### src/rtl/cardinal_nic_pkg.sv
// cardinal_nic_pkg: shared widths, register-window addresses and
// status-bit position for the cardinal NIC.
package cardinal_nic_pkg;

  // Default packet / processor data width and virtual-channel bit position.
  // Buses are declared [0:W-1], so bit 0 is the MSB.
  localparam int NIC_DATA_W = 64;
  localparam int NIC_VC_BIT = 0;

  // Status words carry their full flag in the last (least significant) bit.
  localparam int NIC_STAT_BIT = NIC_DATA_W - 1;

  // Processor register window.
  localparam logic [1:0] NIC_ADDR_IN_BUF   = 2'b00;
  localparam logic [1:0] NIC_ADDR_IN_STAT  = 2'b01;
  localparam logic [1:0] NIC_ADDR_OUT_BUF  = 2'b10;
  localparam logic [1:0] NIC_ADDR_OUT_STAT = 2'b11;

endpackage

### src/rtl/cardinal_nic_channel_buf.sv
// nic_channel_buf: a one-entry packet buffer with a full flag.
// The owner guarantees load and clear are never asserted together
// (load only when empty, clear only when full).
module nic_channel_buf
  import cardinal_nic_pkg::*;
#(
  parameter int DATA_W = NIC_DATA_W
) (
  input  logic              clk,
  input  logic              reset,
  input  logic              load,
  input  logic [0:DATA_W-1] load_data,
  input  logic              clear,
  output logic [0:DATA_W-1] data,
  output logic              full
);

  logic [0:DATA_W-1] data_q, data_d;
  logic              full_q, full_d;

  // Next-state: a load captures the packet and sets full; a clear only
  // drops the flag, leaving the stale data visible for later reads.
  always_comb begin
    data_d = data_q;
    full_d = full_q;
    if (load) begin
      data_d = load_data;
      full_d = 1'b1;
    end else if (clear) begin
      full_d = 1'b0;
    end
  end

  // Buffer registers, synchronously cleared on reset.
  always_ff @(posedge clk) begin
    if (reset) begin
      data_q <= '0;
      full_q <= 1'b0;
    end else begin
      data_q <= data_d;
      full_q <= full_d;
    end
  end

  assign data = data_q;
  assign full = full_q;

endmodule

### src/rtl/cardinal_nic.sv
// cardinal_nic: processor-facing register window plus one-entry
// injection/ejection channels toward the ring router.
// Optional feature: define CARDINAL_NIC_POLARITY_CHECK_EN to only inject a
// packet when its VC bit matches the router's current polarity phase.
module cardinal_nic
  import cardinal_nic_pkg::*;
#(
  parameter int DATA_W = NIC_DATA_W,
  parameter int VC_BIT = NIC_VC_BIT
) (
  input  logic              clk,
  input  logic              reset,
  input  logic [1:0]        addr,
  input  logic [0:DATA_W-1] d_in,
  output logic [0:DATA_W-1] d_out,
  input  logic              nicEn,
  input  logic              nicWrEn,
  output logic              net_so,
  input  logic              net_ro,
  output logic [0:DATA_W-1] net_do,
  input  logic              net_polarity,
  input  logic              net_si,
  output logic              net_ri,
  input  logic [0:DATA_W-1] net_di
);

  localparam int STAT_BIT = DATA_W - 1;

  logic              rd_en;
  logic              wr_en;
  logic              in_load;
  logic              in_clear;
  logic              in_full;
  logic [0:DATA_W-1] in_buf;
  logic              out_load;
  logic              out_clear;
  logic              out_full;
  logic [0:DATA_W-1] out_buf;
  logic              gate;
  logic [0:DATA_W-1] in_stat;
  logic [0:DATA_W-1] out_stat;
  logic [0:DATA_W-1] d_out_q, d_out_d;

  assign rd_en = nicEn & ~nicWrEn;
  assign wr_en = nicEn & nicWrEn;

`ifdef CARDINAL_NIC_POLARITY_CHECK_EN
  // Inject only during the router phase that matches the packet's VC.
  always_comb begin
    gate = (out_buf[VC_BIT] == net_polarity);
  end
`else
  logic unused_polarity;

  // Polarity is irrelevant in this build; any phase may inject.
  always_comb begin
    gate            = 1'b1;
    unused_polarity = net_polarity;
  end
`endif

  // Router-side handshakes: both depend only on registered flags and the
  // router's own ready/phase signals, and are forced low during reset so
  // no handshake can complete in a reset cycle.
  always_comb begin
    net_so = out_full & net_ro & gate & ~reset;
    net_ri = ~in_full & ~reset;
  end

  // Channel buffer controls. A processor write to the output buffer is
  // decided on the pre-edge flag, so it is dropped even if the held packet
  // leaves at the same edge. Reading the input buffer frees it only when
  // it actually holds a packet.
  always_comb begin
    out_load  = wr_en & (addr == NIC_ADDR_OUT_BUF) & ~out_full;
    out_clear = net_so;
    in_load   = net_si & net_ri;
    in_clear  = rd_en & (addr == NIC_ADDR_IN_BUF) & in_full;
  end

  nic_channel_buf #(.DATA_W(DATA_W)) u_in_buf (
    .clk       (clk),
    .reset     (reset),
    .load      (in_load),
    .load_data (net_di),
    .clear     (in_clear),
    .data      (in_buf),
    .full      (in_full)
  );

  nic_channel_buf #(.DATA_W(DATA_W)) u_out_buf (
    .clk       (clk),
    .reset     (reset),
    .load      (out_load),
    .load_data (d_in),
    .clear     (out_clear),
    .data      (out_buf),
    .full      (out_full)
  );

  assign net_do = out_buf;

  // Status words: all zeros except the flag in the last bit position.
  always_comb begin
    in_stat            = '0;
    out_stat           = '0;
    in_stat[STAT_BIT]  = in_full;
    out_stat[STAT_BIT] = out_full;
  end

  // Read mux for the processor window; d_out holds its value between reads.
  always_comb begin
    d_out_d = d_out_q;
    if (rd_en) begin
      case (addr)
        NIC_ADDR_IN_BUF:   d_out_d = in_buf;
        NIC_ADDR_IN_STAT:  d_out_d = in_stat;
        NIC_ADDR_OUT_BUF:  d_out_d = '0;
        NIC_ADDR_OUT_STAT: d_out_d = out_stat;
        default:           d_out_d = '0;
      endcase
    end
  end

  // Registered processor read data.
  always_ff @(posedge clk) begin
    if (reset) begin
      d_out_q <= '0;
    end else begin
      d_out_q <= d_out_d;
    end
  end

  assign d_out = d_out_q;

endmodule

### config.mk
export PLATFORM = sky130hd
export DESIGN_NAME = cardinal_nic
export DESIGN_NICKNAME = d
export VERILOG_FILES = /design/src/rtl/cardinal_nic_pkg.sv /design/src/rtl/cardinal_nic_channel_buf.sv /design/src/rtl/cardinal_nic.sv
export SDC_FILE = /design/constraint.sdc
export NUM_CORES = 1
export LEC_CHECK = 0
export CORE_MARGIN = 3
export CORE_UTILIZATION = 45
export CTS_BUF_LIST = sky130_fd_sc_hd__clkbuf_8
export DETAILED_ROUTE_END_ITERATION = 7
export PLACE_DENSITY = 0.86
export SYNTH_ARGS = -nofsm -noshare
export SYNTH_HDL_FRONTEND = slang
export SYNTH_SLANG_ARGS = --single-unit
### constraint.sdc
create_clock -name clk -period 2.4 [get_ports clk]
set_input_delay 0.48 -clock clk [delete_from_list [all_inputs] [get_ports clk]]
set_output_delay 0.48 -clock clk [all_outputs]
set_load 0.01 [all_outputs]
==> key figures, run 1 <==
Finish
  – Final standard cell count with taps included and fillers excluded: 1252
  – Layout fillers: 1387
  – Synthesis-to-layout area growth: 40.6%
  – Most common cell after layout, fill and taps aside: sky130_fd_sc_hd__clkdlybuf4s50_1
  – Commonest cells after routing, fill and taps aside: 264 x sky130_fd_sc_hd__clkdlybuf4s50_1, 194 x sky130_fd_sc_hd__dfxtp_1, 192 x sky130_fd_sc_hd__nand2b_1, 66 x sky130_fd_sc_hd__nand2_1
  – Number of nets in the finished design: 1156
  – Ratio of cells with drive above 1 in the final layout: 0.0891
  – Antenna Cells: 0

GRT
  – Final global-route overflow total: 0
  – Global-route usage over all layers: 0.198
  – Vias in the first global route: 5843
  – Number of antenna violations at the first check in global routing: 0
  – Largest net degree at the start of global routing: 182
  – Global-route wire length before repair: 29.5 mm

Logic synthesis
  – Top cell type's share of synthesized area: 0.500
  – Cell taking the most area after synthesis: sky130_fd_sc_hd__dfxtp_1
  – Post-synth EDFFs: 0
  – Number of different library cells in the post-synthesis netlist: 25
  – Synthesized netlist cell count: 784
  – Async SR Flop Fraction: 0
  – Number of synthesis warnings: 0
  – Number of register bits inferred by synthesis: 194
  – Leading post-synthesis cells by cell area: sky130_fd_sc_hd__dfxtp_1 50%, sky130_fd_sc_hd__nand2b_1 16%, sky130_fd_sc_hd__mux2i_1 8.4%
  – Synthesized area per cell: 9.91 sq um
  – Netlist Area Pre-Place: 7770 sq um
  – Main synth FF type: sky130_fd_sc_hd__dfxtp_1
  – Portion of the post-synthesis area used by sequential elements: 0.500
  – Mapped Nets: 921

Clocking
  – Number of buffers inserted for hold repair after clock tree synthesis: 0
  – Num CTS Buffers: 17
  – Clock root buffer: sky130_fd_sc_hd__clkbuf_8
  – Count of H-tree levels built during CTS: 4
  – Total number of clock tree sinks: 194
  – Reg clk slew, reported paths: 90 ps
  – CTS tree: yes
  – Post-CTS setup buffer count: 0
  – Number of gates given a new drive strength after cts: 0
  – Bufs on Longest Clock Path: 2
  – Insertion delay of the later-clocked pin in the worst-skew pair: 450 ps

Place
  – Count of buffers inserted at the top-level ports: 265
  – Gpl congestion: 0.738
  – Placed Cells: 1220
  – HPWL after detailed placement: 13.5 mm

Worst hold path
  – Hold Path Depth: 2
  – Hold/Removal Path Class: reg -> reg

Route
  – Post-route met1 wirelength: 7.97 mm
  – Avg Vias per Cell: 4.88
  – Total met2 wirelength after detailed routing: 8.96 mm
  – Top metal layer carrying routed signals: met4
  – DRC marker count from the first detailed-route iteration: 255
  – Detailed-routing iteration count for the pre-antenna-repair pass: 5
  – Antenna Nets Post-Route: 0
  – Overall via count from detail_route: 6111
  – Routed length on met3: 2.15 mm
  – DRC viols: 0
  – Detailed Route WL: 19.3 mm
  – Post-DR wirelength/cell: 15.4 um

Critical path
  – Start point of the critical path: net_ro
  – Reg2Reg Setup Slack: 1060 ps
  – Critical R2R Capture: u_out_buf.data[35]$_SDFFE_PP0P_
  – Critical-path maximum fanout: 2
  – Capturing element of the worst setup path: net_so
  – Worst reg2reg path depth: 3
  – Critical Path AT: 1720 ps
  – Category of the worst setup path capture point: primary output
  – Setup crit start kind: input port
  – CP Data Required Time: 1920 ps
  – Crit Reg-Reg Startpoint: u_out_buf.full$_SDFFE_PP0P_
  – Worst setup path category: in -> out

Timing
  – Max Clk Rate: 454 MHz
  – Period utilization: 0.918
  – Post-Route Skew: 13.8 ps
  – Slew at the pin closest to its max-slew limit: 644 ps
  – Max-slew violation count: 0
  – Max-slew headroom: 0.570
  – Fin Setup TNS: 0 ps
  – RSZ-0062 raised after global routing: false
  – Fin crit period: 2200 ps
  – Final hold violation count: 0
  – Count of final setup violators: 0

Run status
  – Run status: complete, no violations

Pwr
  – Worst IR drop on VDD: 460 uV
  – Leak Pwr: 3.76 nW
  – Power density relative to cell area: 568 nW/um^2

Floorplanning
  – Height of the die: 137 um
  – Die ar.: 18900 sq um
  – Number of placement rows: 47
  – Starting density of the core: 0.463
  – Placeable core region: 16800 sq um
  – Number of placed I/O pins: 267
  – Die outline width: 137 um

Job
  – Number of max-cap violations: 0
worst max-delay path: stages:
cell	delay, ps
sky130_fd_sc_hd__clkdlybuf4s50_1	520
sky130_fd_sc_hd__and3b_1	180
sky130_fd_sc_hd__clkdlybuf4s50_1	540
final cells by class:
cell class,count,area (sq um),share of cell area
sequential,194,3880,0.356
multi-input combinational,526,3460,0.317
timing repair buffer,280,2900,0.266
tap,220,275,0.0252
clock buffer,18,248,0.0227
clock inverter,14,150,0.0137
cell usage after synthesis, types with 3 or more instances:
library cell and count:
sky130_fd_sc_hd__nor2_1 65, sky130_fd_sc_hd__a22oi_1 23, sky130_fd_sc_hd__nand2b_1 193, sky130_fd_sc_hd__mux2i_1 65, sky130_fd_sc_hd__buf_2 21, sky130_fd_sc_hd__clkbuf_2 3
sky130_fd_sc_hd__clkbuf_1 21, sky130_fd_sc_hd__nand2_1 66, sky130_fd_sc_hd__a22oi_2 40, sky130_fd_sc_hd__o21ai_0 44, sky130_fd_sc_hd__o21ai_1 20, sky130_fd_sc_hd__dfxtp_1 194
sky130_fd_sc_hd__buf_6 10, sky130_fd_sc_hd__buf_12 5, sky130_fd_sc_hd__buf_4 4
per-stage QoR:
step	util	instance area (sq um)	hold slack (ps)	setup WS, ps	power [W]
finish	0.652	10900	469	197	0.00621
global route	0.652	10900	496	180	0.00648
CTS	0.652	10900	470	190	0.00629
detailed placement	0.628	10500	455	202	0.00414
global placement	0.628	10500	454	218	0.00413
floorplan	-	7770	442	662	0.00378
layer usage:
metal | vias up | track usage
li1 | 3053 | -
met3 | 18 | 0.0939
met4 | 0 | 0.0593
met2 | 207 | 0.327
met5 | - | 0
met1 | 2833 | 0.227
logic make-up (layout without fill, tap and decap cells):
family | after synthesis | after routing | share of synthesized area
AO/OA/AOI/OAI | 130 | 130 | 0.131
buffers and inverters | 64 | 312 | 0.0569
flip-flops | 194 | 194 | 0.500
multiplexers | 65 | 65 | 0.0838
AND/OR/NAND/NOR | 331 | 331 | 0.228
flip-flops by register name, summed over array words and instances, names as in the netlist:
signal,cells
d_out,64
u_in_buf.data,64
u_out_buf.data,64
u_in_buf.full,1
u_out_buf.full,1
worst min path at each step:
stage | from | end | slack, ps
floorplan | u_in_buf.data[41]$_SDFFE_PP0P_ | u_in_buf.data[41]$_SDFFE_PP0P_ | 440
global placement | d_out[63]$_SDFFE_PP0P_ | d_out[63]$_SDFFE_PP0P_ | 450
detailed placement | u_in_buf.data[41]$_SDFFE_PP0P_ | u_in_buf.data[41]$_SDFFE_PP0P_ | 460
CTS | u_in_buf.data[41]$_SDFFE_PP0P_ | u_in_buf.data[41]$_SDFFE_PP0P_ | 470
global route | u_out_buf.data[0]$_SDFFE_PP0P_ | u_out_buf.data[0]$_SDFFE_PP0P_ | 500
finish | u_in_buf.data[41]$_SDFFE_PP0P_ | u_in_buf.data[41]$_SDFFE_PP0P_ | 470
report_power, final:
group          leakage (nW)  switching, W  internal [W]  total [W]
registers              1.58     0.0000658       0.00333    0.00339
clock network         0.208       0.00117      0.000971    0.00214
logic                  1.98      0.000269      0.000403   0.000672
total                  3.76       0.00151       0.00470    0.00621
Note: power is estimated with default switching activity, not from simulation.
==> run 2, diff against run 1 <==
- CORE_MARGIN: 3 -> 2
- GPL_ROUTABILITY_DRIVEN: default -> 1
- SKIP_CTS_REPAIR_TIMING: default -> 1
==> run 2 against run 1 <==
Via count fell by 0.21%. Sequential share of layout area barely moved. Clock power rose by 7%. Critical endpoint unchanged. Global-route usage is 0.41 points higher. Fmax is 3.2% higher. Critical path type unchanged.
==> key figures, run 2 (same netlist as run 1, synthesis figures left out) <==
Route
  – Overall via count from detail_route: 6098 (was 6111)
  – DRC marker count from the first detailed-route iteration: 254 (was 255)
  – Detailed Route WL: 18.7 mm (was 19.3 mm)
  – Avg Vias per Cell: 4.86 (was 4.88)
  – DRC viols: 0 (unchanged)
  – Detailed-routing iteration count for the pre-antenna-repair pass: 4 (was 5)
  – Post-DR wirelength/cell: 14.9 um (was 15.4 um)
  – Antenna Nets Post-Route: 0 (unchanged)

Critical path
  – Worst setup path category: in -> out (unchanged)
  – Category of the worst setup path capture point: primary output (unchanged)
  – Worst reg2reg path depth: 4 (was 3)
  – Setup crit start kind: input port (unchanged)
  – Critical-path maximum fanout: 2 (unchanged)
  – Largest delay share family, worst path: buffers and inverters (unchanged)
  – CP Cell Sequence: clkdlybuf4s50_1 -> and3b_1 -> clkdlybuf4s50_1 (unchanged)
  – Critical R2R Capture: u_in_buf.data[50]$_SDFFE_PP0P_ (was u_out_buf.data[35]$_SDFFE_PP0P_)
  – Critical Path AT: 1650 ps (was 1720 ps)
  – Reg2Reg Setup Slack: 990 ps (was 1060 ps)
  – CP Data Required Time: 1920 ps (about the same)
  – Buffers plus inverters on the worst setup path: 2 (unchanged)
  – Slowest cell on the critical path: sky130_fd_sc_hd__clkdlybuf4s50_1 (unchanged)
  – Maximum single-stage delay on the critical path: 530 ps (was 540 ps)
  – Crit Reg-Reg Startpoint: u_in_buf.full$_SDFFE_PP0P_ (was u_out_buf.full$_SDFFE_PP0P_)
  – Most used cell, CP: sky130_fd_sc_hd__clkdlybuf4s50_1 (unchanged)

Timing
  – Slew at the pin closest to its max-slew limit: 1110 ps (was 644 ps)
  – Count of final setup violators: 0 (unchanged)
  – Fin crit period: 2130 ps (was 2200 ps)
  – Period utilization: 0.889 (was 0.918)
  – Max-slew violation count: 0 (unchanged)
  – Fin Setup TNS: 0 ps (unchanged)
  – Post-Route Skew: 10.4 ps (was 13.8 ps)
  – RSZ-0062 raised after global routing: false (unchanged)
  – Worst path setup slack after routing: 265 ps (was 197 ps)
  – Final hold violation count: 0 (unchanged)
  – Max Clk Rate: 468 MHz (was 454 MHz)
  – Max-slew headroom: 0.257 (was 0.570)

Clocking
  – Num CTS Buffers: 17 (unchanged)
  – Total number of clock tree sinks: 194 (unchanged)
  – Insertion delay of the later-clocked pin in the worst-skew pair: 460 ps (was 450 ps)
  – CTS tree: yes (unchanged)
  – Bufs on Longest Clock Path: 2 (unchanged)
  – Reg clk slew, reported paths: 90 ps (about the same)
  – Clock root buffer: sky130_fd_sc_hd__clkbuf_8 (unchanged)
  – Count of H-tree levels built during CTS: 4 (unchanged)

Floorplanning
  – Starting density of the core: 0.455 (was 0.463)
  – Die outline width: 135 um (was 137 um)
  – Height of the die: 135 um (was 137 um)
  – Number of placed I/O pins: 267 (unchanged)
  – Number of placement rows: 48 (was 47)
  – Placeable core region: 17100 sq um (was 16800 sq um)
  – Die ar.: 18300 sq um (was 18900 sq um)

Finish
  – Antenna Cells: 0 (unchanged)
  – Layout fillers: 1432 (was 1387)
  – Commonest cells after routing, fill and taps aside: 264 x sky130_fd_sc_hd__clkdlybuf4s50_1, 194 x sky130_fd_sc_hd__dfxtp_1, 192 x sky130_fd_sc_hd__nand2b_1, 66 x sky130_fd_sc_hd__nand2_1 (unchanged)
  – Most common cell after layout, fill and taps aside: sky130_fd_sc_hd__clkdlybuf4s50_1 (unchanged)
  – Number of nets in the finished design: 1153 (was 1156)
  – Ratio of cells with drive above 1 in the final layout: 0.0865 (was 0.0891)
  – Sequential cell area: 3880 sq um (unchanged)
  – Synthesis-to-layout area growth: 40.4% (was 40.6%)
  – Final standard cell count with taps included and fillers excluded: 1254 (was 1252)
  – Share of the core filled with cells in the final layout: 0.640 (was 0.652)
  – Area taken by multi-input logic gates: 3460 sq um (unchanged)

GRT
  – Final global-route overflow total: 0 (unchanged)
  – Global-route wire length before repair: 29.4 mm (was 29.5 mm)
  – Number of antenna violations at the first check in global routing: 1 (was 0)
  – Vias in the first global route: 5863 (was 5843)
  – Global-route usage over all layers: 0.202 (was 0.198)
  – Largest net degree at the start of global routing: 146 (was 182)

Pwr
  – Power density relative to cell area: 582 nW/um^2 (was 568 nW/um^2)
  – Worst IR drop on VDD: 470 uV (was 460 uV)
  – Power Total: 0.00634 W (was 0.00621 W)
  – Leak Pwr: 3.75 nW (was 3.76 nW)

Place
  – Count of buffers inserted at the top-level ports: 265 (unchanged)
  – Pre-CTS worst setup slack: 232 ps (was 202 ps)
  – Placed Cells: 1222 (was 1220)
  – HPWL after detailed placement: 12.8 mm (was 13.5 mm)
  – Gpl congestion: 0.726 (was 0.738)

Worst hold path
  – Destination of the worst hold path: u_out_buf.data[15]$_SDFFE_PP0P_ (was u_in_buf.data[41]$_SDFFE_PP0P_)
  – Hold Crit Start: u_out_buf.data[15]$_SDFFE_PP0P_ (was u_in_buf.data[41]$_SDFFE_PP0P_)
  – Hold/Removal Path Class: reg -> reg (unchanged)
  – Hold Path Depth: 2 (unchanged)

Run status
  – Run status: complete, no violations (unchanged)

Job
  – Number of max-cap violations: 0 (unchanged)
run 2: cell count changes in the layout (fill, tap and decap cells not counted), sizes merged:
cell,before,now
clkbuf,18,21
buf,16,13
inv,7,3
bufinv,2,3
run 2: how the worst max path moves through the flow:
stage	startpoint	endpoint	depth (start not counted)
after floorplan	reset	net_ri	5
after global placement	net_ro	net_so	3
after detailed placement	addr[1]	u_out_buf.data[20]$_SDFFE_PP0P_	5
after CTS	net_ro	net_so	3
after global routing	net_ro	net_so	3
final	net_ro	net_so	3
run 2: worst reg2reg max path: stages (launching register included):
cell                      delay (ps)
sky130_fd_sc_hd__dfxtp_1         380
sky130_fd_sc_hd__nor3b_4         280
sky130_fd_sc_hd__buf_12          380
sky130_fd_sc_hd__nand2_1         210
sky130_fd_sc_hd__o21ai_0          90
run 2: routing by layer:
metal  global-route usage  vias to the layer above  part of all wire
met3               0.0842                       21             0.097
li1                     -                     3047                 -
met1                0.242                     2829              0.43
met4               0.0613                        2             0.014
met5                    0                        -           0.00043
met2                0.331                      199              0.46
run 2: area by class of cell:
cell class,instances,area share
Clock buffer,21,0.0265
Multi-Input combinational cell,526,0.317
Clock inverter,11,0.0138
Tap cell,225,0.0258
Timing Repair Buffer,277,0.261
Sequential cell,194,0.356
run 2: through the flow:
step / hold WS, ps / cell area [sq um]
after global routing: 491 / 10900
final: 476 / 10900
after CTS: 475 / 10900
after floorplan: 442 / 7770
after global placement: 453 / 10500
after detailed placement: 459 / 10500
run 2: power breakdown:
part | internal, W | total, W | leakage (nW) | switching, W
Clock | 0.00115 | 0.00229 | 0.224 | 0.00114
Combinational | 0.000397 | 0.000664 | 1.95 | 0.000267
Sequential | 0.00333 | 0.00339 | 1.58 | 0.0000640
Total | 0.00487 | 0.00634 | 3.75 | 0.00147
